`src/rtl/hazard_scoreboard.sv`:
```
// Tracks in-flight register writes through EX/MEM/WB and raises the ID-stage stall.
// Optional build macro FULL_INTERLOCK_EN: no forwarding, so any in-flight writer of a source stalls.
module hazard_scoreboard #(
  parameter int NREG = 8,
  parameter int RW   = 3,
  parameter int CNTW = 16
) (
  input  logic            clk,
  input  logic            rst,
  input  logic            id_valid,
  input  logic [RW-1:0]   id_rs,
  input  logic [RW-1:0]   id_rt,
  input  logic            id_rs_used,
  input  logic            id_rt_used,
  input  logic            id_wr_en,
  input  logic [RW-1:0]   id_wr_reg,
  input  logic            id_is_load,
  input  logic            flush,
  input  logic            mem_stall,
  output logic            stall_id,
  output logic            ex_valid,
  output logic            mem_valid,
  output logic            wb_valid,
  output logic [RW-1:0]   ex_wr_reg,
  output logic [RW-1:0]   mem_wr_reg,
  output logic [RW-1:0]   wb_wr_reg,
  output logic            ex_is_load,
  output logic [NREG-1:0] pending_mask,
  output logic [CNTW-1:0] stall_cycles
);

  logic            ex_valid_q, ex_valid_d;
  logic            mem_valid_q, mem_valid_d;
  logic            wb_valid_q, wb_valid_d;
  logic [RW-1:0]   ex_wr_reg_q, ex_wr_reg_d;
  logic [RW-1:0]   mem_wr_reg_q, mem_wr_reg_d;
  logic [RW-1:0]   wb_wr_reg_q, wb_wr_reg_d;
  logic            ex_is_load_q, ex_is_load_d;
  logic [CNTW-1:0] stall_cycles_q, stall_cycles_d;

  logic advance;
  logic hazard_rs;
  logic hazard_rt;
  logic stall_s;
  logic issue_s;

  function automatic logic stage_hit(input logic v, input logic [RW-1:0] tag,
                                     input logic [RW-1:0] r);
    stage_hit = v & (tag == r);
  endfunction

  function automatic logic [NREG-1:0] onehot(input logic [RW-1:0] r);
    onehot = {{(NREG-1){1'b0}}, 1'b1} << r;
  endfunction

  // Consumer hazard detection against the in-flight writers.
  always_comb begin
`ifdef FULL_INTERLOCK_EN
    hazard_rs = id_rs_used & (stage_hit(ex_valid_q, ex_wr_reg_q, id_rs) |
                              stage_hit(mem_valid_q, mem_wr_reg_q, id_rs) |
                              stage_hit(wb_valid_q, wb_wr_reg_q, id_rs));
    hazard_rt = id_rt_used & (stage_hit(ex_valid_q, ex_wr_reg_q, id_rt) |
                              stage_hit(mem_valid_q, mem_wr_reg_q, id_rt) |
                              stage_hit(wb_valid_q, wb_wr_reg_q, id_rt));
`else
    // Only a load in EX cannot be forwarded in time.
    hazard_rs = id_rs_used & ex_is_load_q & stage_hit(ex_valid_q, ex_wr_reg_q, id_rs);
    hazard_rt = id_rt_used & ex_is_load_q & stage_hit(ex_valid_q, ex_wr_reg_q, id_rt);
`endif
    stall_s = id_valid & ~flush & (hazard_rs | hazard_rt);
    issue_s = id_valid & id_wr_en & ~stall_s & ~flush;
    advance = ~mem_stall;
  end

  // Pipeline shift of writer entries and the saturating stall counter.
  always_comb begin
    if (advance) begin
      wb_valid_d   = mem_valid_q;
      wb_wr_reg_d  = mem_wr_reg_q;
      mem_valid_d  = ex_valid_q;
      mem_wr_reg_d = ex_wr_reg_q;
      if (issue_s) begin
        ex_valid_d   = 1'b1;
        ex_wr_reg_d  = id_wr_reg;
        ex_is_load_d = id_is_load;
      end else begin
        ex_valid_d   = 1'b0;
        ex_wr_reg_d  = {RW{1'b0}};
        ex_is_load_d = 1'b0;
      end
      if (stall_s && (stall_cycles_q != {CNTW{1'b1}})) begin
        stall_cycles_d = stall_cycles_q + {{(CNTW-1){1'b0}}, 1'b1};
      end else begin
        stall_cycles_d = stall_cycles_q;
      end
    end else begin
      wb_valid_d     = wb_valid_q;
      wb_wr_reg_d    = wb_wr_reg_q;
      mem_valid_d    = mem_valid_q;
      mem_wr_reg_d   = mem_wr_reg_q;
      ex_valid_d     = ex_valid_q;
      ex_wr_reg_d    = ex_wr_reg_q;
      ex_is_load_d   = ex_is_load_q;
      stall_cycles_d = stall_cycles_q;
    end
  end

  // State registers; reset wins over freeze and flush.
  always_ff @(posedge clk) begin
    if (rst) begin
      ex_valid_q     <= 1'b0;
      mem_valid_q    <= 1'b0;
      wb_valid_q     <= 1'b0;
      ex_wr_reg_q    <= {RW{1'b0}};
      mem_wr_reg_q   <= {RW{1'b0}};
      wb_wr_reg_q    <= {RW{1'b0}};
      ex_is_load_q   <= 1'b0;
      stall_cycles_q <= {CNTW{1'b0}};
    end else begin
      ex_valid_q     <= ex_valid_d;
      mem_valid_q    <= mem_valid_d;
      wb_valid_q     <= wb_valid_d;
      ex_wr_reg_q    <= ex_wr_reg_d;
      mem_wr_reg_q   <= mem_wr_reg_d;
      wb_wr_reg_q    <= wb_wr_reg_d;
      ex_is_load_q   <= ex_is_load_d;
      stall_cycles_q <= stall_cycles_d;
    end
  end

  assign stall_id     = stall_s;
  assign ex_valid     = ex_valid_q;
  assign mem_valid    = mem_valid_q;
  assign wb_valid     = wb_valid_q;
  assign ex_wr_reg    = ex_wr_reg_q;
  assign mem_wr_reg   = mem_wr_reg_q;
  assign wb_wr_reg    = wb_wr_reg_q;
  assign ex_is_load   = ex_is_load_q;
  assign stall_cycles = stall_cycles_q;
  assign pending_mask = (ex_valid_q  ? onehot(ex_wr_reg_q)  : {NREG{1'b0}}) |
                        (mem_valid_q ? onehot(mem_wr_reg_q) : {NREG{1'b0}}) |
                        (wb_valid_q  ? onehot(wb_wr_reg_q)  : {NREG{1'b0}});

endmodule

```
`config.mk`:
```
export PLATFORM = sky130hd
export DESIGN_NAME = hazard_scoreboard
export DESIGN_NICKNAME = d
export VERILOG_FILES = /design/src/rtl/hazard_scoreboard.sv
export SDC_FILE = /design/constraint.sdc
export NUM_CORES = 1
export LEC_CHECK = 0
export CAP_MARGIN = 25
export CORE_MARGIN = 1.5
export CORE_UTILIZATION = 40
export CTS_BUF_LIST = sky130_fd_sc_hd__clkbuf_16
export DETAILED_ROUTE_END_ITERATION = 10
export PLACE_DENSITY = 0.81
export SETUP_SLACK_MARGIN = 0.2
export SLEW_MARGIN = 25
export SYNTH_ARGS = -nofsm -noshare
export SYNTH_HDL_FRONTEND = slang
export SYNTH_SLANG_ARGS = --single-unit
```
`constraint.sdc`:
```
create_clock -name clk -period 6.6 [get_ports clk]
set_input_delay 1.98 -clock clk [delete_from_list [all_inputs] [get_ports clk]]
set_output_delay 1.98 -clock clk [all_outputs]
set_load 0.01 [all_outputs]
```
Yosys cells after proc, flatten, opt, wreduce, memory -nomap -nowiden
Cells that the tools add are included.
- eq/ne operators: 3
- muxes and demuxes: 6
- add/sub/neg operators: 1
- bitwise gates (word level): 17
- shift-type cells: 3
- reductions and logical operators: 2
- operators with widths (operator ; count):
    $mux W8 ; 3
    $shl A1 B3 Y8 const A ; 3
    $add A16 B1 Y16 const B ; 1
    $ne A16 B16 Y1 const B ; 1
    $or A8 B8 Y8 ; 2
    $and A1 B1 Y1 ; 11
    $eq A3 B3 Y1 ; 2
    $mux W3 ; 1
    $not A1 Y1 ; 3
    $mux W1 ; 2
    $reduce_and A2 Y1 ; 1
    $logic_and A1 B1 Y1 ; 1
    $or A1 B1 Y1 ; 1
- word-level logic and storage cells: 40
- input bits: 18
- bits in registers: 29

Longest topological paths before layout
- word-level depth: 9
- gate-level depth with buffers: 8
- mapped depth without buffers: 6

Least setup slack after synthesis
No wires, ideal clock.
- path kind: input to output
- from: input id_rt[2]
- to: output stall_id
- buffers on the path: 2
- setup slack: 1319 ps
- arrival time: 3301 ps
- stages: 6
- path through: xor2_1 nor4_2 o21ai_2 buf_2 buf_2 nor3b_1
- word-level cells in the longest chain between the ends: 5
- ends and longest elaborated chain (element ; line ; text):
    from (decl) ; 12 ; input logic [RW-1:0] id_rt,
    $eq A3 B3 Y1 ; 49 ; stage_hit = v & (tag == r);
    $and A1 B1 Y1 ; 49 ;
    $and A1 B1 Y1 ; 68 ; hazard_rt = id_rt_used & ex_is_load_q & stage_hit(ex_valid_q, ex_wr_reg_q, id_rt);
    $or A1 B1 Y1 ; 70 ; stall_s = id_valid & ~flush & (hazard_rs | hazard_rt);
    $and A1 B1 Y1 ; 70 ;
    to (decl) ; 20 ; output logic stall_id,
No other way between the ends.

Worst setup path in the final report
Ends and elaborated chain as after synthesis.

==> flow_summary.json <==
{
  "route.detailed.drc": 0,
  "ioPinCount": 56,
  "cts_setup_buffers": 0,
  "status": "complete, no violations",
  "irDropWorstVdd_uv": 128.3,
  "setup_violations": 0,
  "die_y_um": 67.82,
  "grt_pass1_vias": 1522,
  "synth-edff-count": 0,
  "synth_cell_types": 46,
  "gp_congestion": 0.9046,
  "grt_max_degree": 31,
  "endpoint_kind": "primary output",
  "dieArea_mm2": 0.004599,
  "detail-route-antenna-nets": 0,
  "syn2layout_area_growth_pct": 41.92,
  "required_ns": 4.62,
  "power_density_mw_per_mm2": 173.0,
  "drt_wl_total_mm": 4.563,
  "hold_path_class": "flip-flop to flip-flop",
  "path_class": "primary input to primary output",
  "grt_overflow": 0,
  "cap_violations": 0,
  "p_seq_frac": 0.432,
  "syn_area_mm2": 0.001680,
  "max_clock_freq_mhz": 167.9,
  "setup_tns_ns": 0,
  "grt_util_all_layers": 0.2032,
  "finClkSkew_ns": 0.006135,
  "hold_slack_ns": 0.5154,
  "synth_nets": 219,
  "clockBufferDepth": 2,
  "clk_pin_slew_worst_paths_ns": 0.05,
  "internal_power_w": 0.0003266,
  "clock_sinks": 29,
  "ys_seq_elements": 29,
  "cp.arrival_ns": 3.98,
  "viasPerCell": 5.854,
  "num_vias": 1768,
  "maxSlewHeadroom": 0.4366,
  "synth_warnings": 0,
  "h-tree-depth": 2,
  "numCtsBuffers": 5,
  "min_period_ns": 5.955,
  "cts_root_buf": "clkbuf_16",
  "cellLeakagePower_nw": 0.7695,
  "largest_reg_flops": 16,
  "timing.final.crit_share": 0.9023,
  "final_cell_mix": "clkdlybuf4s50_1 (55), dfxtp_1 (29), nor2_1 (17)",
  "drive_gt1_frac": 0.06349,
  "antenna_found_initial": 0,
  "synth_cells": 200,
  "synth_top_cell_area_share": 0.3455,
  "async_reset_ff_frac": 0,
  "hold_viol": 0,
  "io_buffers": 55,
  "clk_latency_ns": 0.27,
  "synth.largest_area_cell": "dfxtp_1",
  "synth.area.top_cells": "dfxtp_1 (35%), mux2i_1 (4.8%), a21oi_1 (3.9%)",
  "rrSetupSlack_ns": 4.26,
  "max_slew.worst_pin.slew_ns": 0.8433,
  "routedWlPerCell_um": 15.11,
  "synth-seq-area-share": 0.3455,
  "p_clk_frac": 0.504,
  "initial_utilization": 0.4171,
  "fin_area_mm2": 0.002385,
  "drt-initial-drc-count": 122,
  "cp_max_fo": 3,
  "grt_pass1_wl_mm": 7.162,
  "syn_area_per_cell_um2": 8.402,
  "die-width_um": 67.82,
  "p_sw_w": 0.00008582,
  "layout_commonest_cell": "clkdlybuf4s50_1",
  "switching_share": 0.2081,
  "fin_nets": 270,
  "n_antenna_cell": 0,
  "rsz0062_at_grt": "false",
  "hpwl_mm": 3.261,
  "place_area_mm2": 0.002247,
  "cts_resized": 0,
  "ys_dominant_reg_cell": "dfxtp_1",
  "cts.hold.buffers_added": 0,
  "core.rowCount": 23,
  "cts_tree": "done",
  "report.final.slew_viol_count": 0,
  "design.core.area_mm2": 0.004029,
  "start_kind": "primary input",
  "drtPass1Iterations": 4,
  "pwr-share-comb": 0.064
}
-- final timing paths --
check / cells past startpoint / endpoint / from
setup / recovery: 6 / stall_id / id_rt[2]
hold / removal: 2 / stall_cycles[15]$_SDFFE_PP0P_ / stall_cycles[15]$_SDFFE_PP0P_
setup reg to reg: 6 / stall_cycles[3]$_SDFFE_PP0P_ / ex_wr_reg[0]$_SDFFE_PP0N_
hold reg to reg: 2 / stall_cycles[15]$_SDFFE_PP0P_ / stall_cycles[15]$_SDFFE_PP0P_
-- cell families (layout without fill, tap and decap cells) --
| kind of cell | after synthesis | count (layout) | share of synthesized area |
|---|---|---|---|
| xor gates and xnor gates | 6 | 6 | 0.03127 |
| muxes | 11 | 11 | 0.06776 |
| buffers and inverters | 17 | 69 | 0.04542 |
| and+or+nand+nor | 88 | 88 | 0.3090 |
| AOI/OAI and AO/OA | 48 | 48 | 0.1936 |
| adders and majority gates | 1 | 1 | 0.007445 |
| DFF | 29 | 29 | 0.3455 |
-- cells in the mapped netlist (5+ instances only) --
master	n
mux2i_1	8
nand2_1	15
clkbuf_1	7
nor2_1	17
nand4_1	7
o21ai_0	5
nor3_1	10
xor2_1	6
or3_1	6
o31ai_1	8
a21oi_1	13
or4_1	7
dfxtp_1	29
o21ai_1	5
-- metrics by stage --
stage               setup slack [ns]  utilization  cells  total power, W
finish                        0.6447       0.5919    302       0.0004125
global route                  0.5429       0.5919    302       0.0004278
detailed placement            0.6580       0.5578    294       0.0002078
CTS                           0.6335       0.5919    302       0.0004157
global placement              0.7160       0.5578    294       0.0002075
floorplan                      1.319            -    200       0.0001925
-- worst max-delay path, stage by stage --
cell	delay, ns
clkdlybuf4s50_1	0.44
xor2_1	0.16
nor4_2	0.48
o21ai_2	0.13
nor3b_1	0.21
clkdlybuf4s50_1	0.57
-- area by class of cell --
| class | instances | area (um2) |
|---|---|---|
| fill | 375 | 1644 |
| clock buffer | 5 | 125.1 |
| sequential | 29 | 580.6 |
| timing repair buffer | 57 | 565.5 |
| multi-input combinational | 154 | 1023 |
| tap | 50 | 62.56 |
| inverter | 4 | 15.01 |
| clock inverter | 3 | 12.51 |
-- metal layers --
metal	vias to the layer above	share of wire	GRT usage
met1	849	0.44	0.2687
met5	-	0	0
met4	0	0.013	0.07000
met2	62	0.48	0.3346
met3	7	0.062	0.03454
li1	850	-	-
-- power groups by stage --
stage                     combinational (W)  clock, W  sequential (W)
final                             0.0000262  0.000208        0.000178
after global routing              0.0000282  0.000221        0.000178
after CTS                         0.0000263  0.000211        0.000178
after detailed placement          0.0000261         0        0.000182
after global placement            0.0000257         0        0.000182
after floorplan                   0.0000118         0        0.000181
Power figures use the tool's default switching activity.
